**src/rtl/axi_pkg.sv**
```systemverilog
// ---------------------------------------------------------------------------
// axi_pkg
// Shared AXI read-channel definitions: AR field widths, burst type codes,
// RRESP codes, slave FSM state type and the burst legality helper.
// Ports: none (package).
// ---------------------------------------------------------------------------
package axi_pkg;

    localparam int LEN_W   = 4;
    localparam int SIZE_W  = 2;
    localparam int BURST_W = 2;
    localparam int RESP_W  = 2;
    localparam int LOCK_W  = 2;
    localparam int CACHE_W = 4;
    localparam int PROT_W  = 3;

    localparam logic [BURST_W-1:0] BURST_FIXED = 2'b00;
    localparam logic [BURST_W-1:0] BURST_INCR  = 2'b01;
    localparam logic [BURST_W-1:0] BURST_WRAP  = 2'b10;
    localparam logic [BURST_W-1:0] BURST_RSVD  = 2'b11;

    localparam logic [RESP_W-1:0] RESP_OKAY   = 2'b00;
    localparam logic [RESP_W-1:0] RESP_SLVERR = 2'b10;
    localparam logic [RESP_W-1:0] RESP_DECERR = 2'b11;

    typedef enum logic {
        RS_IDLE  = 1'b0,
        RS_BURST = 1'b1
    } rs_state_e;

    // A WRAP burst is only legal with 2/4/8/16 beats; the reserved burst
    // type is always illegal. Illegal bursts are carried out as INCR.
    function automatic logic burst_is_err(input logic [BURST_W-1:0] burst,
                                          input logic [LEN_W-1:0]   len);
        logic w_err;
        w_err = 1'b0;
        if (burst == BURST_RSVD) begin
            w_err = 1'b1;
        end else if (burst == BURST_WRAP) begin
            w_err = !((len == 4'd1) || (len == 4'd3) || (len == 4'd7) || (len == 4'd15));
        end
        return w_err;
    endfunction

endpackage

```
**src/rtl/axi_addr_gen.sv**
```systemverilog
// ---------------------------------------------------------------------------
// axi_addr_gen
// Combinational next-beat address calculator for an AXI read burst.
// Ports:
//   i_addr      current beat byte address
//   i_size      log2 bytes per beat
//   i_len       beats-1 of the burst
//   i_burst     burst type (FIXED/INCR/WRAP/reserved)
//   o_next_addr byte address of the following beat (BusWidth-bit modular)
//   o_wrap_err  burst is illegal and is being treated as INCR
// ---------------------------------------------------------------------------
module axi_addr_gen
    import axi_pkg::*;
#(
    parameter int BusWidth = 32
) (
    input  logic [BusWidth-1:0] i_addr,
    input  logic [SIZE_W-1:0]   i_size,
    input  logic [LEN_W-1:0]    i_len,
    input  logic [BURST_W-1:0]  i_burst,
    output logic [BusWidth-1:0] o_next_addr,
    output logic                o_wrap_err
);

    logic [BusWidth-1:0] w_inc;
    logic [BusWidth-1:0] w_span_mask;
    logic [BusWidth-1:0] w_incr_addr;

    always_comb begin
        w_inc       = BusWidth'(1) << i_size;
        // Wrap span is (len+1) beats of the beat size; mask selects the
        // offset inside that span.
        w_span_mask = ((BusWidth'(i_len) + BusWidth'(1)) << i_size) - BusWidth'(1);
        w_incr_addr = i_addr + w_inc;
        o_wrap_err  = burst_is_err(i_burst, i_len);
        o_next_addr = w_incr_addr;
        if (!o_wrap_err) begin
            if (i_burst == BURST_FIXED) begin
                o_next_addr = i_addr;
            end else if (i_burst == BURST_WRAP) begin
                o_next_addr = (i_addr & ~w_span_mask) | (w_incr_addr & w_span_mask);
            end
        end
    end

endmodule

```
**src/rtl/read_slave.sv**
```systemverilog
// ---------------------------------------------------------------------------
// read_slave
// AXI read-only slave backed by a MemDepth x BusWidth word memory with a
// backdoor preload port. One burst in flight; data is registered and valid
// the cycle after the address handshake.
// Ports:
//   ACLK, ARESET                     clock, synchronous active-high reset
//   ARID/ARADDR/ARLEN/ARSIZE/ARBURST read address channel fields
//   ARLOCK/ARCACHE/ARPROT            accepted and ignored
//   ARVALID/ARREADY                  address handshake
//   RID/RDATA/RRESP/RLAST            read data channel
//   RVALID/RREADY                    data handshake
//   mem_we/mem_waddr/mem_wdata       backdoor word write
//   o_state                          current FSM state (debug)
// Handshakes: a transfer happens at a rising edge where VALID and READY
// are both 1; VALID never depends on READY and the payload holds while
// VALID=1 and READY=0.
// ---------------------------------------------------------------------------
module read_slave
    import axi_pkg::*;
#(
    parameter int BusWidth = 32,
    parameter int tagbits  = 1,
    parameter int MemDepth = 64
) (
    input  logic                        ACLK,
    input  logic                        ARESET,
    input  logic [tagbits-1:0]          ARID,
    input  logic [BusWidth-1:0]         ARADDR,
    input  logic [LEN_W-1:0]            ARLEN,
    input  logic [SIZE_W-1:0]           ARSIZE,
    input  logic [BURST_W-1:0]          ARBURST,
    input  logic [LOCK_W-1:0]           ARLOCK,
    input  logic [CACHE_W-1:0]          ARCACHE,
    input  logic [PROT_W-1:0]           ARPROT,
    input  logic                        ARVALID,
    output logic                        ARREADY,
    output logic [tagbits-1:0]          RID,
    output logic [BusWidth-1:0]         RDATA,
    output logic [RESP_W-1:0]           RRESP,
    output logic                        RLAST,
    output logic                        RVALID,
    input  logic                        RREADY,
    input  logic                        mem_we,
    input  logic [$clog2(MemDepth)-1:0] mem_waddr,
    input  logic [BusWidth-1:0]         mem_wdata,
    output rs_state_e                   o_state
);

    localparam int AW = $clog2(MemDepth);

    rs_state_e           r_state;
    rs_state_e           w_state_next;
    logic [BusWidth-1:0] r_mem [MemDepth];

    logic [tagbits-1:0]  r_id;
    logic [BusWidth-1:0] r_addr;
    logic [LEN_W-1:0]    r_len;
    logic [SIZE_W-1:0]   r_size;
    logic [BURST_W-1:0]  r_burst;
    logic                r_err;
    logic [LEN_W-1:0]    r_cnt;
    logic [BusWidth-1:0] r_rdata;
    logic [RESP_W-1:0]   r_rresp;
    logic                r_rlast;

    logic                w_ar_hs;
    logic                w_beat;
    logic [BusWidth-1:0] w_next_addr;
    logic                w_gen_err;
    logic [BusWidth-1:0] w_load_addr;
    logic                w_load_err;
    logic                w_load_decerr;
    logic [BusWidth-1:0] w_load_data;
    logic [RESP_W-1:0]   w_load_resp;
    logic                w_load_last;
    logic                w_unused;

    assign w_unused = ^{ARLOCK, ARCACHE, ARPROT, w_gen_err};

    axi_addr_gen #(.BusWidth(BusWidth)) u_addr_gen (
        .i_addr      (r_addr),
        .i_size      (r_size),
        .i_len       (r_len),
        .i_burst     (r_burst),
        .o_next_addr (w_next_addr),
        .o_wrap_err  (w_gen_err)
    );

    // FSM state register
    always_ff @(posedge ACLK) begin
        if (ARESET) begin
            r_state <= RS_IDLE;
        end else begin
            r_state <= w_state_next;
        end
    end

    // FSM next state and handshake outputs
    always_comb begin
        w_state_next = r_state;
        ARREADY      = 1'b0;
        RVALID       = 1'b0;
        w_ar_hs      = 1'b0;
        w_beat       = 1'b0;
        case (r_state)
            RS_IDLE: begin
                ARREADY = 1'b1;
                if (ARVALID) begin
                    w_ar_hs      = 1'b1;
                    w_state_next = RS_BURST;
                end
            end
            RS_BURST: begin
                RVALID = 1'b1;
                if (RREADY) begin
                    w_beat = 1'b1;
                    if (r_rlast) begin
                        w_state_next = RS_IDLE;
                    end
                end
            end
            default: w_state_next = RS_IDLE;
        endcase
    end

    // Payload for the beat being loaded: the first beat comes straight from
    // the AR channel, later beats from the address generator.
    always_comb begin
        w_load_addr   = w_ar_hs ? ARADDR : w_next_addr;
        w_load_err    = w_ar_hs ? burst_is_err(ARBURST, ARLEN) : r_err;
        w_load_decerr = |w_load_addr[BusWidth-1:AW+2];
        w_load_data   = r_mem[w_load_addr[AW+1:2]];
        w_load_resp   = w_load_err ? RESP_SLVERR : RESP_OKAY;
        if (w_load_decerr) begin
            w_load_data = '0;
            w_load_resp = RESP_DECERR;
        end
        w_load_last   = w_ar_hs ? (ARLEN == '0) : ((r_cnt + 4'd1) == r_len);
    end

    // Backdoor write; a read of the same word at this edge sees the old value.
    always_ff @(posedge ACLK) begin
        if (mem_we) begin
            r_mem[mem_waddr] <= mem_wdata;
        end
    end

    always_ff @(posedge ACLK) begin
        if (ARESET) begin
            r_id    <= '0;
            r_addr  <= '0;
            r_len   <= '0;
            r_size  <= '0;
            r_burst <= '0;
            r_err   <= 1'b0;
            r_cnt   <= '0;
            r_rdata <= '0;
            r_rresp <= '0;
            r_rlast <= 1'b0;
        end else if (w_ar_hs) begin
            r_id    <= ARID;
            r_addr  <= ARADDR;
            r_len   <= ARLEN;
            r_size  <= ARSIZE;
            r_burst <= ARBURST;
            r_err   <= w_load_err;
            r_cnt   <= '0;
            r_rdata <= w_load_data;
            r_rresp <= w_load_resp;
            r_rlast <= w_load_last;
        end else if (w_beat) begin
            if (r_rlast) begin
                r_rlast <= 1'b0;
            end else begin
                r_cnt   <= r_cnt + 4'd1;
                r_addr  <= w_next_addr;
                r_rdata <= w_load_data;
                r_rresp <= w_load_resp;
                r_rlast <= w_load_last;
            end
        end
    end

    assign RID     = r_id;
    assign RDATA   = r_rdata;
    assign RRESP   = r_rresp;
    assign RLAST   = r_rlast;
    assign o_state = r_state;

endmodule

```
**config.mk**
```make
export PLATFORM = sky130hd
export DESIGN_NAME = read_slave
export DESIGN_NICKNAME = d
export VERILOG_FILES = /design/src/rtl/axi_pkg.sv /design/src/rtl/axi_addr_gen.sv /design/src/rtl/read_slave.sv
export SDC_FILE = /design/constraint.sdc
export NUM_CORES = 2
export LEC_CHECK = 0
export ABC_AREA = 1
export ABC_CLOCK_PERIOD_IN_PS = 4510
export BUFFER_PORTS_ARGS = -buffer_cell sky130_fd_sc_hd__buf_2
export CAP_MARGIN = 10
export CORE_MARGIN = 2
export CORE_UTILIZATION = 34
export DETAILED_ROUTE_END_ITERATION = 16
export PLACE_DENSITY = 0.47
export SKIP_CTS_REPAIR_TIMING = 1
export SYNTH_ARGS = -nofsm -noshare
export SYNTH_HDL_FRONTEND = slang
export SYNTH_SLANG_ARGS = --single-unit
```
**constraint.sdc**
```tcl
create_clock -name ACLK -period 4.51 [get_ports ACLK]
set_input_delay 0.2255 -clock ACLK [delete_from_list [all_inputs] [get_ports ACLK]]
set_output_delay 0.2255 -clock ACLK [all_outputs]
set_load 0.01 [all_outputs]
```
==> run_results.csv <==
group,metric,value,unit
clock_tree,cts.sinks,2130,
drt,remaining_drc_errors,0,
floorplanning,core_area,267000,um2
timing,final.setup_skew,44.6,ps
finish,regArea,63100,um2
drt,drt_iter0_markers,6442,
synthesis,ys_seq_elements,2130,
drt,wl_per_cell,25.6,um
critical_path,worstReg2RegEnd,"RDATA[17]$_SDFFE_PP0P_",
synthesis,synth_edf_count,2048,
critical_path,slowest_delay,470,ps
floorplanning,row_count,190,
grt,antenna_found_initial,18,
placement,dp.cells,11500,
placement,hpwl,169,mm
finish,final_cells,12000,
timing,slew_headroom,22.9,%
synthesis,synth_mux_area_share,0,%
finish,syn_to_final_growth,15.6,%
synthesis,synth_top_cell_by_area,"edfxtp_1",
drt,first_pass_iters,6,
hold_path,hold_start,"ARESET",
critical_path,critPathSlowestCell,"dfxtp_1",
status,outcome,"finished clean",
placement,port_buffers,122,
synthesis,syn_area,91100,um2
floorplanning,die_area,272000,um2
critical_path,rr_worst_depth,20,
power,ir_drop,0.402,mV
timing,fin_ws,265,ps
synthesis,synthXorXnorAreaFrac,0.106,%
clock_tree,cts_buffer_depth,3,
critical_path,arrival,5030,ps
finish,fin_nets,8363,
finish,n_fill_cell,25600,
job,drv_cap,0,
synthesis,synth_top_family_by_area,"simple AND/OR/NAND/NOR gates",
finish,final_cell_area,105000,um2
synthesis,synth-compound-area-share,3.62,%
clock_tree,h-tree-depth,4,
finish,layout-drive-gt1-share,10.7,%
finish,multiInputGateArea,24300,um2
drt,vias,63900,
critical_path,crit_path_start_kind,"register",
grt,grt_pass1_wl,441,mm
timing,timing.final.crit_share,94.1,%
power,power_density,457,nW/um2
floorplanning,initial_core_util,34.1,%
clock_tree,tritoncts,"done",
placement,place_area,97500,um2
synthesis,ys_async_sr_fraction,0,%
synthesis,synth_nets,8217,
clock_tree,worstSkewPairLatency,870,ps
clock_tree,path_clk_slew,60,ps
timing,fmax,236,MHz
synthesis,synth-simple-area-share,22.2,%
grt,grt_max_degree,116,
synthesis,avgSynthCellArea,11.2,um2
timing,fin_crit,4250,ps
critical_path,crit_fanout,59,
synthesis,ys_types,53,
drt,viasPerCell,5.32,
grt,grt.overflow.total,0,
synthesis,yosysSeqAreaShare,69.3,%
power,p_leak,37.9,nW
timing,setup_viol,0,
timing,report.final.slew_viol_count,0,
drt,drt-total-wl,308,mm
clock_tree,cts_root_buf,"clkbuf_16",
placement,place_congestion,0.857,
synthesis,synthAdderAreaFrac,0.146,%
timing,hold_viol,0,
critical_path,worstSetupPathType,"register to register",
synthesis,synth_top_area_share,67.5,%
timing,tightest_slew,1160,ps
synthesis,ys.flop_type,"edfxtp_1",
synthesis,netlist_top_cells_count,"edfxtp_1, nand3_1, nand2_1",
synthesis,syn_inst,8114,
hold_path,hold_class,"input port to register",
floorplanning,top_level_ports,132,
timing,rsz0062_at_grt,"yes",
critical_path,rr_startpoint,"r_len[0]$_SDFFE_PP0P_",
critical_path,cpLargestDelayFamily,"simple AND/OR/NAND/NOR gates",
synthesis,yosys-top-cells-area,"edfxtp_1, nand3_1, nand2_1",
critical_path,cpMostUsedCell,"nand3_1",
grt,grt_pass1_vias,60600,
critical_path,worst_ep_required_time,5300,ps
timing,setup_tns,0,ps
grt,grtUsageTotal,22.1,%
drt,ant_nets,0,
critical_path,r2r_setup_slack,260,ps
critical_path,cp_num_buf_inv,4,
synthesis,yosysMostFrequentCell,"edfxtp_1",
synthesis,yosysWarnings,0,
hold_path,min_to,"r_err$_SDFFE_PP0P_",
floorplanning,die_height,522,um
critical_path,crit_chain,"ha_1 > nand2_1 > nand2_1 > nand2_1 > or2_4 > nand2_2 > nand3_1 > nand3_4 > buf_4 > buf_12 > buf_12 > buf_4 > a21oi_1 > o21ai_0 > nand3_1 > nand3_1 > nand3_1 > nand3_1 > nand3_1 > a21oi_1",
floorplanning,fp.dieW,522,um
clock_tree,cts_buffers,231,
placement,dp_slack,319,ps
hold_path,whs_path_depth,2,
critical_path,worst_setup_path_end_kind,"register",
[flip-flops by register name, indices dropped and copies added (netlist names), 2 cells and up]
name	cells
RRESP	2
r_cnt	4
r_mem	2048
r_len	4
r_burst	2
r_addr	32
r_size	2
RDATA	32
[cell usage in the layout (no fill, tap or decap), types with 22 or more instances in the layout]
cell type and count:
a21oi_1 315, buf_12 82, buf_2 122, buf_4 241
clkbuf_1 45, clkbuf_16 233, clkinv_1 69, clkinv_2 51
dfxtp_1 81, dlygate4sd3_1 60, edfxtp_1 2048, inv_1 382
nand2_1 1555, nand3_1 2034, nand3b_1 290, nand4_1 22
nor2_1 291, nor2_4 62, o211ai_1 25, o21ai_0 279
[report_power, final]
part           leakage [nW]  internal, W  switching (W)  total [W]
Clock                  3.52       0.0101        0.00814     0.0182
Combinational          15.3      0.00223        0.00571    0.00795
Sequential             19.1       0.0218      0.0000771     0.0219
[through the flow]
step	utilization (%)	hold WS (ps)	power, W
3_5_place_dp	36.5	455	0.0302
3_3_place_gp	36.5	451	0.0302
5_1_grt	39.4	5.79	0.0499
6_report	39.4	19.8	0.0481
4_1_cts	39.2	-504	0.0484
2_1_floorplan	-	324	0.0269
[metal layers]
| metal | share of wire, % | track usage [%] | vias up |
|---|---|---|---|
| met5 | 0 | 0 | - |
| met1 | 44 | 31.1 | 32100 |
| met3 | 6.6 | 2.92 | 432 |
| met2 | 46 | 35.1 | 2201 |
| met4 | 3.5 | 7.73 | 0 |
| li1 | - | - | 29200 |
[worst reg2reg max path, cell delays in order (launching register included)]
cell and delay, ps:
dfxtp_1 470, ha_1 250, nand2_1 80, nand2_1 70, nand2_1 120, or2_4 270, nand2_2 170, nand3_1 160
nand3_4 270, buf_4 200, buf_12 140, buf_12 280, buf_4 300, a21oi_1 60, o21ai_0 200, nand3_1 120
nand3_1 80, nand3_1 260, nand3_1 410, nand3_1 120, a21oi_1 130
[worst max path at each step]
stage | startpoint | end | slack, ps | cells after the start
2_1_floorplan | mem_we | r_mem[48][0]$_DFFE_PP_ | 150 | 3
3_3_place_gp | r_len[1]$_SDFFE_PP0P_ | RDATA[0]$_SDFFE_PP0P_ | 340 | 23
3_5_place_dp | r_len[0]$_SDFFE_PP0P_ | RDATA[0]$_SDFFE_PP0P_ | 320 | 21
4_1_cts | r_len[0]$_SDFFE_PP0P_ | RDATA[0]$_SDFFE_PP0P_ | 300 | 21
5_1_grt | r_size[1]$_SDFFE_PP0P_ | RDATA[18]$_SDFFE_PP0P_ | -5 | 23
6_report | r_len[0]$_SDFFE_PP0P_ | RDATA[17]$_SDFFE_PP0P_ | 260 | 20
[cell families (layout without fill, tap and decap cells)]
kind of cell | count (synthesis) | in the layout
AND/OR/NAND/NOR | 4334 | 4334
buffers and inverters | 990 | 1330
other | 0 | 10
adder cells (fa/ha/maj) | 10 | 10
XOR/XNOR | 11 | 11
flip-flops | 2130 | 2130
AO/OA/AOI/OAI | 639 | 639
[final cells by class]
type | instances | area share [%]
well taps | 3552 | 4.22
flip-flops and latches | 2130 | 59.9
multi-input cells | 4994 | 23.1
clock inverters | 149 | 1.13
clock buffers | 278 | 5.70
repair buffers | 507 | 4.46
diodes | 10 | 0.0238
inverters | 396 | 1.43
Note: power is estimated with default switching activity, not from simulation.
